[config.mk]
export PLATFORM = sky130hd
export DESIGN_NAME = con_port_arbiter
export DESIGN_NICKNAME = d
export VERILOG_FILES = /design/src/rtl/con_port_arbiter.sv
export SDC_FILE = /design/constraint.sdc
export NUM_CORES = 1
export LEC_CHECK = 0
export ABC_AREA = 0
export CAP_MARGIN = 30
export CORE_AREA = 2 2 113 115
export CTS_CLUSTER_DIAMETER = 100
export DETAILED_ROUTE_END_ITERATION = 12
export DIE_AREA = 0 0 115 117
export PLACE_DENSITY = 0.8
export SYNTH_ARGS = -nofsm -noshare
export SYNTH_HDL_FRONTEND = slang
export SYNTH_SLANG_ARGS = --single-unit
export TNS_END_PERCENT = 1
[constraint.sdc]
create_clock -name CLK -period 2 [get_ports CLK]
set_input_delay 0.4 -clock CLK [delete_from_list [all_inputs] [get_ports CLK]]
set_output_delay 0.4 -clock CLK [all_outputs]
set_load 0.005 [all_outputs]
[src/rtl/con_port_arbiter.sv]
// Round-robin arbiter sharing the core's data-memory controller port between two
// single-word requesters, with the memory read latency built into the sequence.
module con_port_arbiter #(
  parameter int ADDR_W   = 10,
  parameter int DATA_W   = 32,
  parameter int READ_LAT = 1
) (
  input  logic              CLK,
  input  logic              nrst,
  input  logic              r0_req,
  input  logic              r1_req,
  input  logic [3:0]        r0_we,
  input  logic [3:0]        r1_we,
  input  logic [ADDR_W-1:0] r0_addr,
  input  logic [ADDR_W-1:0] r1_addr,
  input  logic [DATA_W-1:0] r0_wdata,
  input  logic [DATA_W-1:0] r1_wdata,
  output logic              r0_gnt,
  output logic              r1_gnt,
  output logic              r0_done,
  output logic              r1_done,
  output logic [DATA_W-1:0] r0_rdata,
  output logic [DATA_W-1:0] r1_rdata,
  output logic [ADDR_W-1:0] con_addr,
  output logic [3:0]        con_write,
  output logic [DATA_W-1:0] con_in,
  input  logic [DATA_W-1:0] con_out,
  output logic              busy
);
  localparam int NUM_REQ = 2;
  localparam int CNT_W   = 3;

  typedef enum logic [1:0] {IDLE, ISSUE, WAIT, DONE} state_t;

  state_t                         state, state_nxt;
  logic [NUM_REQ-1:0]             req, gnt, done;
  logic [NUM_REQ-1:0][3:0]        we;
  logic [NUM_REQ-1:0][ADDR_W-1:0] addr;
  logic [NUM_REQ-1:0][DATA_W-1:0] wdata, rdata;
  logic                           sel, last_gnt, win;
  logic [CNT_W-1:0]               cnt;

  assign req   = {r1_req, r0_req};
  assign we    = {r1_we, r0_we};
  assign addr  = {r1_addr, r0_addr};
  assign wdata = {r1_wdata, r0_wdata};

  assign {r1_gnt, r0_gnt}   = gnt;
  assign {r1_done, r0_done} = done;
  assign r0_rdata           = rdata[0];
  assign r1_rdata           = rdata[1];

  // On a tie the requester not served last wins; otherwise the lone requester.
  always_comb begin
    win = req[1];
    if (&req) win = ~last_gnt;
  end

  always_comb begin
    state_nxt = state;
    case (state)
      IDLE:    if (|req) state_nxt = ISSUE;
      ISSUE:   state_nxt = (con_write != '0) ? DONE : WAIT;
      WAIT:    if (cnt == CNT_W'(1)) state_nxt = DONE;
      DONE:    state_nxt = IDLE;
      default: state_nxt = IDLE;
    endcase
  end

  always_ff @(posedge CLK) begin
    if (!nrst) state <= IDLE;
    else       state <= state_nxt;
  end

  // con_write is the latched byte enable only during ISSUE, so it doubles as the
  // write/read flag for the ISSUE decision.
  always_ff @(posedge CLK) begin
    if (!nrst) begin
      con_write <= '0;
      con_addr  <= '0;
      con_in    <= '0;
      gnt       <= '0;
      done      <= '0;
      rdata     <= '0;
      busy      <= 1'b0;
      last_gnt  <= 1'b1;
      sel       <= 1'b0;
      cnt       <= '0;
    end else begin
      con_write <= '0;
      done      <= '0;
      busy      <= (state_nxt != IDLE);
      case (state)
        IDLE: if (|req) begin
          sel       <= win;
          last_gnt  <= win;
          gnt[win]  <= 1'b1;
          con_write <= we[win];
          con_addr  <= addr[win];
          con_in    <= wdata[win];
        end
        ISSUE: begin
          if (con_write != '0) done[sel] <= 1'b1;
          else                 cnt       <= CNT_W'(READ_LAT);
        end
        WAIT: begin
          cnt <= cnt - 1'b1;
          if (cnt == CNT_W'(1)) begin
            rdata[sel] <= con_out;
            done[sel]  <= 1'b1;
          end
        end
        DONE:    gnt <= '0;
        default: ;
      endcase
    end
  end
endmodule

==> flow_summary.json <==
{
  "r2r_slack_ns": 0.33,
  "crit_slowest_cell": "clkdlybuf4s50_1",
  "skew_ns": 0.00534,
  "yosysUniqueCellTypes": 32,
  "finalCritPeriodShare_pct": 86.2,
  "initialDrtViolationCount": 410,
  "drive_gt1_share_pct": 5.88,
  "clk_path_buf_depth": 2,
  "synth_top_cell_by_area": "dfxtp_1",
  "min_period_ns": 1.72,
  "placedCellCount": 954,
  "cts_setup_buffers": 0,
  "synth_cells": 596,
  "wl_per_cell_um": 15.5,
  "worstPathMaxFanout": 2,
  "initial_core_util_pct": 40.2,
  "ys_ff_latch": 122,
  "cts-htree-levels": 4,
  "nNetsFinal": 957,
  "synth_commonest_cells": "nand2_1, dfxtp_1, a21boi_1, a31oi_1, o21ai_1",
  "end_kind": "primary output",
  "cts_made_buffers": 17,
  "grt_usage_pct": 22.7,
  "slowest_delay_ns": 0.54,
  "syn_to_final_growth_pct": 62.9,
  "ant_nets": 0,
  "r2r-start": "state[0]$_SDFF_PN0_",
  "pin_count": 243,
  "die-area_mm2": 0.0135,
  "powerDensity_mw_per_mm2": 1130,
  "postSynthAreaPerCell_um2": 8.30,
  "grt_max_degree": 60,
  "antenna_found_initial": 0,
  "cts_root_buf": "clkbuf_16",
  "synthFlopType": "dfxtp_1",
  "synth.most_common_cell": "nand2_1",
  "die_h_um": 117,
  "synth_area_leaders": "dfxtp_1, nand2_1, a21boi_1",
  "place_hpwl_mm": 10.8,
  "ir_drop_v": 0.000672,
  "port_buffers": 242,
  "final_cell_area_mm2": 0.00807,
  "synth_edf_count": 0,
  "status": "completed",
  "synth_top_area_share_pct": 49.3,
  "coreArea_mm2": 0.0123,
  "cp.arrival_ns": 1.32,
  "cpLargestDelayFamily": "buffers and inverters",
  "synth_area_mm2": 0.00495,
  "finalSetupTns_ns": 0,
  "synth_warnings": 0,
  "insertion_delay_ns": 0.42,
  "fmax_mhz": 580,
  "criticalPathCategory": "reg2out",
  "dr.pass1.iters": 4,
  "finalNonFillerCells": 984,
  "cts_resized": 0,
  "rsz0062_at_grt": "no",
  "grt_pass1_vias": 4929,
  "hp-class": "reg2reg",
  "critical_path_buf_inv_count": 1,
  "startpoint_type": "flip-flop",
  "r2r-end": "r1_rdata[10]$_SDFFE_PN0P_",
  "tightest_slew_ns": 0.513,
  "min_from": "r0_rdata[18]$_SDFFE_PN0P_",
  "worst_hold_path.endpoint": "r0_rdata[18]$_SDFFE_PN0P_",
  "cts_tree": "yes",
  "setup_violations": 0,
  "p_leak_nw": 3.00,
  "synthesis.nets": 730,
  "diodes": 0,
  "synth-async-reset-ratio_pct": 0,
  "vias_per_cell": 5.10,
  "wirelength_mm": 15.3,
  "vias": 5015,
  "cp_cell_sequence": "clkdlybuf4s50_1",
  "place_ws_ns": 0.187,
  "holdPathStages": 2,
  "globalplace.congestion": 0.800,
  "clock_sinks": 122,
  "drc_errors": 0,
  "slew_headroom_pct": 65.8,
  "cp.required_ns": 1.60,
  "postCtsHoldBufs": 0,
  "die_w_um": 115,
  "ff2ff_path_depth": 6,
  "path_clk_slew_ns": 0.05,
  "grt_pass1_wl_mm": 23.9,
  "hold_viol": 0,
  "max_cap_viol_count": 0,
  "setup.worst_path.start": "con_write[2]$_SDFF_PN0_",
  "fin_ws_ns": 0.276,
  "final_max_slew_viol_count": 0,
  "dpl_cell_area_mm2": 0.00746,
  "rows": 41,
  "seq_area_frac_synth_pct": 49.3,
  "grt_overflow": 0
}
[metal layers]
metal	vias to the layer above	wire, um	GRT usage (%)	share of wire [%]
met4	0	401	9.88	2.6
li1	2442	-	-	-
met1	2304	5970	25.2	39
met2	232	7300	38.5	48
met3	37	1600	9.22	10
met5	-	0	0	0
[cells by family after synthesis]
logic type | count (synthesis) | share of synthesized area [%]
AOI/OAI and AO/OA | 169 | 22.5
DFF | 122 | 49.3
adders and majority gates | 6 | 1.52
and+or+nand+nor | 243 | 19.7
muxes | 1 | 0.202
buffers and inverters | 55 | 6.80
[power breakdown]
| group | total (W) | internal [W] | switching (W) |
|---|---|---|---|
| clock network | 0.00313 | 0.00207 | 0.00105 |
| logic | 0.00270 | 0.00153 | 0.00117 |
| registers | 0.00325 | 0.00294 | 0.000313 |
[through the flow]
stage / hold WS [ns] / util (%) / power (W)
2_1_floorplan: 0.428 / - / 0.00445
3_3_place_gp: 0.439 / 60.6 / 0.00588
3_5_place_dp: 0.446 / 60.6 / 0.00598
4_1_cts: 0.454 / 65.5 / 0.00916
5_1_grt: 0.469 / 65.5 / 0.00955
6_report: 0.451 / 65.5 / 0.00908
[layout by cell type (no fill, tap or decap)]
| cell | count |
|---|---|
| a211oi_1 | 1 |
| a21bo_2 | 2 |
| a21boi_1 | 64 |
| a21boi_4 | 1 |
| a21oi_1 | 8 |
| a31oi_1 | 42 |
| and3_1 | 3 |
| and4b_1 | 1 |
| and4bb_1 | 1 |
| buf_12 | 8 |
| buf_2 | 1 |
| buf_4 | 7 |
| bufinv_16 | 3 |
| clkbuf_1 | 2 |
| clkbuf_16 | 17 |
| clkbuf_8 | 4 |
| clkdlybuf4s50_1 | 241 |
| clkinv_2 | 2 |
| clkinvlp_4 | 2 |
| dfxtp_1 | 122 |
| ha_1 | 6 |
| inv_1 | 6 |
| mux2i_1 | 1 |
| nand2_1 | 225 |
| nand3_1 | 1 |
| nand3b_1 | 1 |
| nand4_1 | 1 |
| nand4b_1 | 3 |
| nand4bb_1 | 1 |
| nor2_1 | 3 |
| nor2b_1 | 2 |
| nor3b_1 | 1 |
| o211a_1 | 1 |
| o211ai_1 | 1 |
| o21a_1 | 1 |
| o21a_2 | 1 |
| o21ai_0 | 22 |
| o21ai_1 | 24 |
| o41ai_4 | 1 |
[registers in the layout (all words and copies together) (netlist names)]
name and count:
con_addr 10, done 2, con_write 4, last_gnt 1, r1_rdata 32, cnt 3
busy 1, sel 1, con_in 32, r0_rdata 32, gnt 2, state 2
[cell type report]
type / count / area (um2)
tap: 150 / 188
fill: 988 / 4250
multi-input combinational: 419 / 2180
sequential: 122 / 2440
inverter: 6 / 22.5
clock buffer: 23 / 488
clock inverter: 7 / 115
timing repair buffer: 257 / 2630
[worst max path at each step]
stage / end / slack (ns) / cells after the start
2_1_floorplan: r0_rdata[18]$_SDFFE_PN0P_ / 0.56 / 8
3_3_place_gp: sel$_SDFFE_PN0P_ / 0.20 / 5
3_5_place_dp: sel$_SDFFE_PN0P_ / 0.19 / 5
4_1_cts: con_write[2] / 0.25 / 1
5_1_grt: r1_rdata[10]$_SDFFE_PN0P_ / 0.17 / 6
6_report: con_write[2] / 0.28 / 1
(Power assumes the default switching activity.)
